==> config.mk <==
export PLATFORM = sky130hd
export DESIGN_NAME = adder_input_sequencer
export DESIGN_NICKNAME = d
export VERILOG_FILES = /design/src/rtl/adder_input_sequencer.sv
export SDC_FILE = /design/constraint.sdc
export NUM_CORES = 1
export LEC_CHECK = 0
export BUFFER_PORTS_ARGS = -buffer_cell sky130_fd_sc_hd__buf_4
export CELL_PAD_IN_SITES_DETAIL_PLACEMENT = 0
export CELL_PAD_IN_SITES_GLOBAL_PLACEMENT = 1
export CORE_MARGIN = 2
export CORE_UTILIZATION = 35
export CTS_CLUSTER_DIAMETER = 40
export DETAILED_ROUTE_END_ITERATION = 12
export PLACE_DENSITY = 0.66
export SLEW_MARGIN = 25
export SYNTH_ARGS = -nofsm -noshare
export SYNTH_HDL_FRONTEND = slang
export SYNTH_SLANG_ARGS = --single-unit
==> constraint.sdc <==
create_clock -name clk -period 3.3 [get_ports clk]
set_clock_uncertainty 0.2 [all_clocks]
set_input_delay 0.66 -clock clk [delete_from_list [all_inputs] [get_ports clk]]
set_output_delay 0.66 -clock clk [all_outputs]
set_load 0.01 [all_outputs]
==> src/rtl/adder_input_sequencer.sv <==
// Full-adder front end: sync/debounce button and switch, step A/B/Cin entry, scan four digits.
// Press appears DEBOUNCE_CYCLES+3 edges after a clean button rise; no backpressure, scan free-runs.
module adder_input_sequencer #(
  parameter int DEBOUNCE_CYCLES = 16,
  parameter int SCAN_CYCLES     = 8
) (
  input  logic       clk,
  input  logic       rst,
  input  logic       btn_raw,
  input  logic       sw_raw,
  output logic [3:0] value,
  output logic [3:0] digit_an,
  output logic       press,
  output logic       result_valid
);

  localparam int DW = (DEBOUNCE_CYCLES > 1) ? $clog2(DEBOUNCE_CYCLES) : 1;
  localparam int SW = (SCAN_CYCLES > 1) ? $clog2(SCAN_CYCLES) : 1;
  localparam logic [3:0] BLANK = 4'hF;

  typedef enum logic [1:0] {GET_A = 2'd0, GET_B = 2'd1, GET_CIN = 2'd2, SHOW = 2'd3} state_t;

  logic          btn_m_q, btn_s_q, sw_m_q, sw_s_q;
  logic          btn_db_q, btn_db_d, btn_db_prev_q;
  logic [DW-1:0] db_cnt_q, db_cnt_d;
  logic          press_q, press_d;
  state_t        state_q, state_d;
  logic          a_q, a_d, b_q, b_d, cin_q, cin_d;
  logic [SW-1:0] scan_cnt_q, scan_cnt_d;
  logic [1:0]    digit_sel_q, digit_sel_d;
  logic [1:0]    res;

  always_ff @(posedge clk or posedge rst) begin
    if (rst) begin
      btn_m_q       <= 1'b0;
      btn_s_q       <= 1'b0;
      sw_m_q        <= 1'b0;
      sw_s_q        <= 1'b0;
      btn_db_q      <= 1'b0;
      btn_db_prev_q <= 1'b0;
      db_cnt_q      <= '0;
      press_q       <= 1'b0;
      a_q           <= 1'b0;
      b_q           <= 1'b0;
      cin_q         <= 1'b0;
      scan_cnt_q    <= '0;
      digit_sel_q   <= 2'd0;
    end else begin
      btn_m_q       <= btn_raw;
      btn_s_q       <= btn_m_q;
      sw_m_q        <= sw_raw;
      sw_s_q        <= sw_m_q;
      btn_db_q      <= btn_db_d;
      btn_db_prev_q <= btn_db_q;
      db_cnt_q      <= db_cnt_d;
      press_q       <= press_d;
      a_q           <= a_d;
      b_q           <= b_d;
      cin_q         <= cin_d;
      scan_cnt_q    <= scan_cnt_d;
      digit_sel_q   <= digit_sel_d;
    end
  end

  // Any agreement between btn_s and the accepted level restarts the stability count.
  always_comb begin
    btn_db_d = btn_db_q;
    db_cnt_d = '0;
    if (btn_s_q != btn_db_q) begin
      if (db_cnt_q == DW'(DEBOUNCE_CYCLES - 1)) begin
        btn_db_d = btn_s_q;
      end else begin
        db_cnt_d = db_cnt_q + 1'b1;
      end
    end
    press_d = btn_db_q & ~btn_db_prev_q;
  end

  always_comb begin
    scan_cnt_d  = scan_cnt_q + 1'b1;
    digit_sel_d = digit_sel_q;
    if (scan_cnt_q == SW'(SCAN_CYCLES - 1)) begin
      scan_cnt_d  = '0;
      digit_sel_d = digit_sel_q + 2'd1;
    end
  end

  // FSM: state register
  always_ff @(posedge clk or posedge rst) begin
    if (rst) state_q <= GET_A;
    else     state_q <= state_d;
  end

  // FSM: next state and operand capture
  always_comb begin
    state_d = state_q;
    a_d     = a_q;
    b_d     = b_q;
    cin_d   = cin_q;
    if (press_q) begin
      unique case (state_q)
        GET_A:   begin a_d   = sw_s_q; state_d = GET_B;   end
        GET_B:   begin b_d   = sw_s_q; state_d = GET_CIN; end
        GET_CIN: begin cin_d = sw_s_q; state_d = SHOW;    end
        SHOW:    begin a_d = 1'b0; b_d = 1'b0; cin_d = 1'b0; state_d = GET_A; end
        default: state_d = GET_A;
      endcase
    end
  end

  assign res = {1'b0, a_q} + {1'b0, b_q} + {1'b0, cin_q};

  // FSM: outputs, decoded from registered state so anode and value always agree
  always_comb begin
    value        = BLANK;
    digit_an     = ~(4'b0001 << digit_sel_q);
    result_valid = (state_q == SHOW);
    press        = press_q;
    unique case (digit_sel_q)
      2'd0: value = (state_q == GET_A) ? {3'b0, sw_s_q} : {3'b0, a_q};
      2'd1: begin
        if (state_q == GET_B)      value = {3'b0, sw_s_q};
        else if (state_q != GET_A) value = {3'b0, b_q};
      end
      2'd2: begin
        if (state_q == GET_CIN)   value = {3'b0, sw_s_q};
        else if (state_q == SHOW) value = {3'b0, cin_q};
      end
      2'd3: if (state_q == SHOW) value = {2'b0, res};
      default: value = BLANK;
    endcase
  end

endmodule

==> Word-level counts from Yosys, hierarchy flattened <==
Cells that the tools add are included.
{ "totals": {"reg_bits": 21, "output_inout_bits": 10, "inputBits": 4} }
{ "op_classes": {"bitwise": 3, "reduce_logical": 10, "n_eq_ne": 9, "mux": 14, "shift": 1, "n_addsub": 5} }
{ "ops": {"columns": ["operator", "count"], "rows": [
  ["4-bit 2-to-1 mux", 7],
  ["4-bit case mux with 4 select lines", 1],
  ["2-bit == test (second input constant)", 4],
  ["2-bit case mux with 4 select lines", 1],
  ["2-bit AND reduction", 4],
  ["2-bit nonzero test", 4],
  ["1-bit case mux with 2 select lines", 3],
  ["4-bit by 1-bit adder with 4-bit output (second input constant)", 1],
  ["2-bit by 1-bit == test with 1-bit output (second input constant)", 2],
  ["4-bit == test (second input constant)", 1],
  ["2-bit logical NOT", 2],
  ["4-bit inverter", 1],
  ["1-bit by 2-bit << shifter with 4-bit output (first input constant)", 1],
  ["3-bit by 1-bit adder with 3-bit output (second input constant)", 1],
  ["3-bit == test (second input constant)", 1],
  ["3-bit 2-to-1 mux", 1],
  ["1-bit by 1-bit adder with 2-bit output", 1],
  ["2-bit by 1-bit adder with 2-bit output", 1],
  ["2-bit by 1-bit adder with 2-bit output (second input constant)", 1],
  ["1-bit bitwise AND", 1],
  ["1-bit 2-to-1 mux", 1],
  ["1-bit inequality test", 1],
  ["1-bit inverter", 1]
]} }

==> Logic depth before layout (Yosys ltp) <==
Gate-level depths: netlist (run 1).
{ "logic_depth": {"depth_word": 4, "mapped_depth": 6} }

==> Worst setup path before layout (run 1) <==
Ideal clock, no wire load.
{ "synth_timing": {"path_kind": "reg2out", "from": "register state_q[0]", "to": "output value[3]", "arrival_ns": 1.418, "t_required_ns": 2.440, "path_stages_with_launch": 7, "slack_ns": 1.022, "path_cell_list": "dfrtp_1 > inv_1 > ha_1 > nand2b_1 > a21o_1 > a21oi_1 > buf_4"} }
{ "synth_via": {"elab_chain_cells": 4, "elab_cells_between_ends": 10} }
{ "synth_lines": {"columns": ["element", "line", "text"], "rows": [
  ["from (decl)", "27", "state_t state_q, state_d;"],
  ["from (signal assigned)", "91", "else state_q <= state_d;"],
  ["2-bit == test / 2-bit nonzero test (equally long branches)", "127, 129, 123", null],
  ["4-bit 2-to-1 mux (on tied branches)", "127, 123", null],
  ["4-bit 2-to-1 mux (on tied branches)", "126, 122", null],
  ["4-bit case mux with 4 select lines *", "119", "unique case (digit_sel_q)"],
  ["to (decl)", "11", "output logic [3:0] value,"]
]} }
Every way passes the cells marked *; elsewhere a longest branch is shown, timed or not.

==> Worst setup path in the final report (run 1) <==
{ "layout_timing": {"from": "register state_q[0]", "to": "output value[0]"} }
The elaborated chain is that of the path after synthesis.

==> out/metrics.yaml, run 1 <==
synth_cell_types: 26
cts_tree: "done"
rows: 19
syn_to_final_growth_pct: 15.5
clk_path_buf_depth: 2
cp_slowest_stage_delay_ns: 0.41
cts_hold_buf: 0
final.period_utilization: 0.796
worstSkewPairLatency_ns: 0.29
dpl.hpwl_mm: 1.20
grt_setup_unrepaired: "false"
ys_warn_count: 0
cts_resized: 0
crit_slowest_cell: "dfrtp_1"
syn-num-nets: 105
status: "finished clean"
dr_total_vias: 645
clk_pin_slew_ns: 0.11
hold_ws_ns: 0.161
fp.dieH_um: 57.6
htreeDepth: 1
viasPerCell: 4.78
die_area_um2: 3320
grt_remaining_overflow: 0
die_w_um: 57.6
n_antenna_cell: 0
worst_pin_slew_ns: 0.747
core_um2: 2730
wl_mm: 1.52
synth_area_um2: 1010
fin_area_um2: 1160
grt.total_usage: 0.0990
dr_wl_met2_um: 706
grt_max_degree: 22
max_freq_mhz: 381
synth_cells: 88
nets: 122
port_buffers: 13
met1_length_um: 732
drv_slew: 0
endpoint_kind: "primary output"
grt_pass1_wl_mm: 2.53
path_delay_family: "compound AO/OA/AOI/OAI gates"
cp.arrival_ns: 1.77
crit_type: "reg -> out"
powerDensity_nw_per_um2: 345
period_needed_ns: 2.63
ios: 14
fill_cells: 272
antenna_found_initial: 0
path_max_fanout: 6
cap_violations: 0
path_cells: "inv_1 > ha_1 > nor2_1 > a221o_1 > a32oi_1 > buf_4"
avgSynthCellArea_um2: 11.4
wl_per_cell_um: 11.2
hold_class: "reg -> reg"
ir_worst_vdd_mv: 0.287
drtIter0Drc: 9
hold_viol: 0
grt_pass1_vias: 595
postCtsSetupBuffers: 0
clock_sinks: 21
yosys_register_bits: 21
place.gp.congestion: 0.782
cts_made_buffers: 3
drive_above_1_share: 0.173
cp.required_ns: 2.44
first_pass_iters: 2
timing.slew.headroom: 0.502
ant_nets: 0
worst_setup_path_start_kind: "register"
critPathBufInv: 2
yosysSeqAreaShare: 0.522
leakagePower_nw: 0.584
met3_wirelength_um: 63
root_buffer: "clkbuf_4"
fin_setup_tns_ns: 0
dpl_cell_area_um2: 1140
setup_viol: 0
initial_core_util: 0.368
highest_layer: "met4"
drc: 0
## flip-flops by register name, indices dropped and copies added, names as in the netlist, 2 cells and up
| signal | cells |
|---|---|
| db_cnt_q | 4 |
| scan_cnt_q | 3 |
| digit_sel_q | 2 |
| state_q | 2 |
## logic make-up after synthesis
group                      synth area share
AOI/OAI and AO/OA                     0.135
DFF                                   0.522
and+or+nand+nor                      0.0745
buffers and inverters                0.0522
adders and majority gates             0.169
xor gates and xnor gates             0.0261
muxes                                0.0211
## synthesized netlist by cell type
| cell | instances | share of area |
|---|---|---|
| a221o_1 | 1 | 0.0099 |
| nand3_1 | 1 | 0.0050 |
| xnor2_1 | 2 | 0.017 |
| dfrtp_1 | 21 | 0.52 |
| a21o_1 | 1 | 0.0075 |
| nand4b_1 | 1 | 0.0087 |
| a21oi_1 | 4 | 0.020 |
| nor2b_1 | 2 | 0.012 |
| a311oi_1 | 1 | 0.0087 |
| inv_1 | 12 | 0.045 |
| xor2_1 | 1 | 0.0087 |
| mux2i_1 | 1 | 0.0099 |
| mux2_2 | 1 | 0.011 |
| a32oi_1 | 1 | 0.0087 |
| nor3_1 | 2 | 0.0099 |
| buf_4 | 1 | 0.0075 |
| a31oi_1 | 1 | 0.0062 |
| nand2_1 | 4 | 0.015 |
| nand2b_1 | 2 | 0.012 |
| a22o_1 | 2 | 0.017 |
| o21ai_0 | 8 | 0.040 |
| o41ai_1 | 1 | 0.0087 |
| fa_1 | 1 | 0.020 |
| nor2_1 | 3 | 0.011 |
| ha_1 | 12 | 0.15 |
| a211o_1 | 1 | 0.0087 |
## report_power, final
part | internal (mW) | total, mW | switching [mW]
Sequential | 0.263 | 0.268 | 0.00448
Clock | 0.0451 | 0.116 | 0.0710
Combinational | 0.00747 | 0.0178 | 0.0103
## through the flow
stage,power [mW],utilization,instances,setup WS (ns)
finish,0.401,0.426,135,0.673
floorplan,0.284,-,88,1.02
global placement,0.291,0.416,131,1.04
detailed placement,0.291,0.416,131,1.00
CTS,0.411,0.426,135,0.649
global route,0.422,0.426,135,0.562
## layout by cell type (no fill, tap or decap), drive strengths merged, types with 2 or more instances in the layout
cell type,instances
clkbuf,3
dfrtp,21
nor2,3
inv,12
buf,13
nor2b,2
o21ai,8
xnor2,2
a21oi,4
nand2b,2
a22o,2
nand2,4
ha,12
nor3,2
## cell type report
class                           instances  area [µm²]  area share
Clock buffer                            3        22.5      0.0194
Clock inverter                          1        5.00     0.00430
Inverter                               12        45.0      0.0387
Multi-Input combinational cell         54         429       0.369
Sequential cell                        21         526       0.452
Tap cell                               31        38.8      0.0333
Timing Repair Buffer                   13        97.6      0.0839
## routing by layer
metal  up-vias  GRT usage
met2        12      0.154
li1        331          -
met4         0     0.0598
met3         2     0.0134
met5         -          0
met1       300      0.132
## path summary, 6_finish.rpt
kind / start / to / slack (ns) / cells past startpoint
hold reg to reg: sw_m_q$_DFF_PP0_ / sw_s_q$_DFF_PP0_ / 0.16 / 0
hold / removal: sw_m_q$_DFF_PP0_ / sw_s_q$_DFF_PP0_ / 0.16 / 0
setup reg to reg: db_cnt_q[0]$_DFF_PP0_ / btn_db_q$_DFFE_PP0P_ / 1.88 / 3
setup / recovery: state_q[0]$_DFFE_PP0P_ / value[0] / 0.67 / 6
min in group asynchronous: rst / scan_cnt_q[0]$_DFF_PP0_ / 0.28 / 2
max in group asynchronous: rst / db_cnt_q[2]$_DFF_PP0_ / 2.15 / 2
Power figures use the tool's default switching activity.
==> run 2, diff against run 1 <==
--- a/config.mk
+++ b/config.mk
@@ -5,6 +5,7 @@
 export SDC_FILE = /design/constraint.sdc
 export NUM_CORES = 1
 export LEC_CHECK = 0
+export ABC_AREA = 1
 export BUFFER_PORTS_ARGS = -buffer_cell sky130_fd_sc_hd__buf_4
 export CELL_PAD_IN_SITES_DETAIL_PLACEMENT = 0
 export CELL_PAD_IN_SITES_GLOBAL_PLACEMENT = 1
@@ -12,7 +13,7 @@
 export CORE_UTILIZATION = 35
 export CTS_CLUSTER_DIAMETER = 40
 export DETAILED_ROUTE_END_ITERATION = 12
-export PLACE_DENSITY = 0.66
+export PLACE_DENSITY = 0.67
 export SLEW_MARGIN = 25
 export SYNTH_ARGS = -nofsm -noshare
 export SYNTH_HDL_FRONTEND = slang
==> constraint.sdc (replaced) <==
create_clock -name clk -period 2.7 [get_ports clk]
set_clock_uncertainty 0.2 [all_clocks]
set_input_delay 0.54 -clock clk [delete_from_list [all_inputs] [get_ports clk]]
set_output_delay 0.54 -clock clk [all_outputs]
set_load 0.01 [all_outputs]
==> out/metrics.yaml, run 2 <==
grt.total_usage: 0.116
port_buffers: 13
layout_common_cells: "inv_1, dfrtp_1, nand2_1"
drive_above_1_share: 0.151
ios: 14
largest_register_ffs: 4
root_buffer: "clkbuf_4"
viasPerCell: 4.45
synth_common_cells: "inv_1, dfrtp_1, nand2_1"
switching_share: 0.231
grt_pass1_vias: 723
async_flop_share: 1.00
nets: 144
antenna_found_initial: 0
power_frac_comb: 0.075
cts_tree: "done"
dpl_cell_area_um2: 1160
cp_slowest_stage_delay_ns: 0.48
timing.rr.end: "cin_q$_DFFE_PP0P_"
grt_max_degree: 22
avgSynthCellArea_um2: 9.40
dpl.hpwl_mm: 1.31
cap_violations: 0
hold_viol: 0
grt_setup_unrepaired: "false"
grt_remaining_overflow: 0
hold_class: "in -> reg"
final.period_utilization: 0.921
crit_type: "reg -> out"
clock_sinks: 21
final_common_cell: "inv_1"
die_w_um: 58.3
cts_made_buffers: 3
n_antenna_cell: 0
drc: 0
r2r_start: "state_q[0]$_DFFE_PP0P_"
status: "finished clean"
syn_to_final_growth_pct: 15.1
reg2reg_depth: 5
rows: 19
place.gp.congestion: 0.692
synth_area_um2: 1030
total_power_mw: 0.512
yosys_register_bits: 21
ys.flop_type: "dfrtp_1"
crit_slowest_cell: "fa_1"
worst_pin_slew_ns: 0.765
cp.arrival_ns: 1.75
initial_core_util: 0.372
largest-register: "db_cnt_q"
endpoint_kind: "primary output"
ys_warn_count: 0
wl_per_cell_um: 10.3
placed_cells: 153
synth_top_area_cell: "dfrtp_1"
path_cells: "fa_1 > inv_1 > nand2_1 > a21oi_1 > nand3_1 > nand2_1 > inv_1 > buf_4"
synth_top_area_share: 0.508
cts_hold_buf: 0
yosysMostFrequentCell: "inv_1"
ir_worst_vdd_mv: 0.289
setup_viol: 0
cts_resized: 0
clk_pin_slew_ns: 0.11
ant_nets: 0
drv_slew: 0
postLayoutCoreUtil: 0.428
htreeDepth: 1
syn-num-nets: 127
crit_end: "value[0]"
critPathLaunch: "a_q$_DFFE_PP0P_"
layoutNonFillerInstCount: 157
core_um2: 2780
yosysSeqAreaShare: 0.508
dr_total_vias: 698
timing.slew.headroom: 0.490
pwr-share-seq: 0.641
power.switching_mw: 0.118
fin_area_um2: 1190
r2r_slack_ns: 1.27
largestRegisters: "db_cnt_q x4, scan_cnt_q x3"
wl_mm: 1.62
max_freq_mhz: 402
grt_pass1_wl_mm: 3.02
synth_cell_types: 17
postCtsSetupBuffers: 0
worstSkewPairLatency_ns: 0.30
cp.required_ns: 1.96
worst_setup_path_start_kind: "register"
first_pass_iters: 4
synth_edf_count: 0
powerDensity_nw_per_um2: 430
drtIter0Drc: 8
clk_path_buf_depth: 2
die_area_um2: 3400
fp.dieH_um: 58.3
period_needed_ns: 2.49
leakagePower_nw: 0.632
clockPowerShare: 0.284
path_max_fanout: 3
synth_cells: 110
fin_setup_tns_ns: 0
ys_top_cells_by_area: "dfrtp_1, ha_1, inv_1, nand2_1, nor2_1"
fill_cells: 285
intPower_mw: 0.393
## run 2: kinds of logic after synthesis
kind of cell	count (synthesis)	share of synthesized area
and+or+nand+nor	34	0.136
buffers and inverters	23	0.0872
DFF	21	0.508
AOI/OAI and AO/OA	16	0.0787
adders and majority gates	13	0.165
xor gates and xnor gates	3	0.0254
## run 2: worst min path at each step
stage                             end  slack, ns               from  cells past startpoint
floorplan           btn_s_q$_DFF_PP0_       0.13  btn_m_q$_DFF_PP0_                      0
global placement    btn_s_q$_DFF_PP0_       0.13  btn_m_q$_DFF_PP0_                      0
detailed placement   sw_s_q$_DFF_PP0_       0.14   sw_m_q$_DFF_PP0_                      0
CTS                  sw_m_q$_DFF_PP0_       0.13             sw_raw                      1
global route         sw_m_q$_DFF_PP0_       0.11             sw_raw                      1
finish               sw_m_q$_DFF_PP0_       0.14             sw_raw                      1
## run 2: routing by layer
metal,vias up,global-route usage,share of wire
met3,2,0.0220,0.035
met4,0,0.0498,0.012
met5,-,0,0
met1,319,0.140,0.46
li1,366,-,-
met2,11,0.201,0.49
## run 2: worst max-delay path: cells and delay by family (launching register included)
kind / cells / cell delay, ns
adders and majority gates: 1 / 0.48
DFF: 1 / 0.43
and+or+nand+nor: 3 / 0.19
AOI/OAI and AO/OA: 1 / 0.14
buffers and inverters: 3 / 0.22
## run 2: per-stage QoR
stage | hold slack, ns | setup slack [ns]
after floorplan | 0.131 | 0.598
after global placement | 0.134 | 0.579
after detailed placement | 0.137 | 0.535
after CTS | 0.126 | 0.178
after global routing | 0.113 | 0.0860
final | 0.139 | 0.212
## run 2: power by group through the flow
stage,clock network (mW),logic (mW),registers [mW]
after floorplan,0,0.0272,0.334
after global placement,0,0.0388,0.334
after detailed placement,0,0.0393,0.335
after CTS,0.156,0.0394,0.328
after global routing,0.168,0.0461,0.330
final,0.145,0.0383,0.328
## run 2: area by class of cell
cell class                      count  area (µm²)  area share
Sequential cell                    21         526       0.442
Multi-Input combinational cell     66         418       0.351
Timing Repair Buffer               13        97.6      0.0820
Inverter                           22        82.6      0.0694
Tap cell                           31        38.8      0.0326
Clock buffer                        3        22.5      0.0189
Clock inverter                      1        5.00     0.00421
==> run 3, diff against run 2 <==
--- a/config.mk
+++ b/config.mk
@@ -7,13 +7,15 @@
 export LEC_CHECK = 0
 export ABC_AREA = 1
 export BUFFER_PORTS_ARGS = -buffer_cell sky130_fd_sc_hd__buf_4
+export CAP_MARGIN = 10
 export CELL_PAD_IN_SITES_DETAIL_PLACEMENT = 0
 export CELL_PAD_IN_SITES_GLOBAL_PLACEMENT = 1
+export CORE_ASPECT_RATIO = 1.2
 export CORE_MARGIN = 2
 export CORE_UTILIZATION = 35
 export CTS_CLUSTER_DIAMETER = 40
 export DETAILED_ROUTE_END_ITERATION = 12
-export PLACE_DENSITY = 0.67
+export PLACE_DENSITY = 0.69
 export SLEW_MARGIN = 25
 export SYNTH_ARGS = -nofsm -noshare
 export SYNTH_HDL_FRONTEND = slang
==> out/metrics.yaml, run 3 (synthesis results as in run 2) <==
leakagePower_nw: 0.632
wl_per_cell_um: 10.1
clock_sinks: 21
dr_total_vias: 697
postCtsSetupBuffers: 0
wl_mm: 1.61
hold_viol: 0
grt_pass1_wl_mm: 2.99
placed_cells: 156
hold_depth: 1
syn_to_final_growth_pct: 15.5
cts_resized: 0
setup_viol: 0
largest-register: "db_cnt_q"
hold_class: "in -> reg"
grt_max_degree: 22
largest_register_ffs: 4
cap_violations: 0
n_antenna_cell: 0
ios: 14
initial_core_util: 0.368
die_w_um: 53.6
layout_common_cells: "inv_1, dfrtp_1, nand2_1"
grt_pass1_vias: 705
first_pass_iters: 4
status: "finished clean"
ir_worst_vdd_mv: 0.366
htreeDepth: 1
r2r_start: "state_q[0]$_DFFE_PP0P_"
fill_cells: 282
place.gp.congestion: 0.739
postLayoutCoreUtil: 0.425
final.period_utilization: 0.921
drtIter0Drc: 13
cts_made_buffers: 3
worst_setup_path_start_kind: "register"
ant_nets: 0
clk_pin_slew_ns: 0.11
multi_input_comb_area_um2: 418
fin_setup_tns_ns: 0
port_buffers: 13
timing.slew.headroom: 0.498
reg2reg_depth: 6
crit_type: "reg -> out"
cts_tree: "done"
drv_slew: 0
root_buffer: "clkbuf_4"
seqCellArea_um2: 526
cp.arrival_ns: 1.75
antenna_found_initial: 0
viasPerCell: 4.36
timing.rr.end: "cin_q$_DFFE_PP0P_"
drive_above_1_share: 0.151
nets: 144
r2r_slack_ns: 1.27
largestRegisters: "db_cnt_q x4, scan_cnt_q x3"
powerDensity_nw_per_um2: 427
endpoint_kind: "primary output"
path_max_fanout: 3
layoutNonFillerInstCount: 160
final_common_cell: "inv_1"
period_needed_ns: 2.49
dpl.hpwl_mm: 1.28
clk_path_buf_depth: 2
die_area_um2: 3410
rows: 21
drc: 0
hp-start: "btn_raw"
fp.dieH_um: 63.5
grt_setup_unrepaired: "false"
grt_remaining_overflow: 0
core_um2: 2810
worst_pin_slew_ns: 0.752
cts_hold_buf: 0
hold_ws_ns: 0.148
holdPathEnd: "btn_m_q$_DFF_PP0_"
worstSkewPairLatency_ns: 0.29
max_freq_mhz: 402
cp.required_ns: 1.96
grt.total_usage: 0.120
==> run 3: cell counts in the layout (fill, tap and decap cells not counted) <==
Identical to the previous run, type by type.
==> run 3: worst max-delay path by stage <==
stage	endpoint	from	depth (start not counted)	slack (ns)
6_report	value[0]	a_q$_DFFE_PP0P_	8	0.21
4_1_cts	value[0]	a_q$_DFFE_PP0P_	8	0.18
5_1_grt	value[0]	a_q$_DFFE_PP0P_	8	0.04
2_1_floorplan	value[3]	state_q[0]$_DFFE_PP0P_	5	0.60
3_3_place_gp	value[0]	a_q$_DFFE_PP0P_	8	0.57
3_5_place_dp	value[0]	a_q$_DFFE_PP0P_	8	0.54
==> run 3: metal layers <==
| layer | global-route usage | share of wire |
|---|---|---|
| met1 | 0.147 | 0.46 |
| met2 | 0.196 | 0.49 |
| met3 | 0.0142 | 0.033 |
| met4 | 0.0673 | 0.014 |
| met5 | 0 | 0 |
==> run 3: per-stage QoR <==
stage	instance area (µm²)	power, mW	worst slack (ns)
CTS	1190	0.520	0.178
global route	1190	0.542	0.0400
global placement	1170	0.373	0.573
floorplan	1030	0.361	0.598
finish	1190	0.510	0.213
detailed placement	1170	0.374	0.539
==> run 3: worst max-delay path, stage by stage, from the launching register on <==
cell and delay, ns:
dfrtp_1 0.43, fa_1 0.47, inv_1 0.06, nand2_1 0.04, a21oi_1 0.12, nand3_1 0.09, nand2_1 0.07, inv_1 0.04
buf_4 0.13
==> run 3: where the power goes <==
| part | total, mW | internal, mW | switching (mW) |
|---|---|---|---|
| clock network | 0.143 | 0.0551 | 0.0881 |
| logic | 0.0383 | 0.0152 | 0.0230 |
| registers | 0.328 | 0.323 | 0.00535 |
| total | 0.510 | 0.393 | 0.116 |
==> run 3: final cells by class <==
| type | count | share of cell area |
|---|---|---|
| clock inverter | 1 | 0.00419 |
| sequential | 21 | 0.440 |
| timing repair buffer | 13 | 0.0818 |
| multi-input combinational | 66 | 0.350 |
| inverter | 22 | 0.0692 |
| clock buffer | 3 | 0.0189 |
| tap | 34 | 0.0356 |
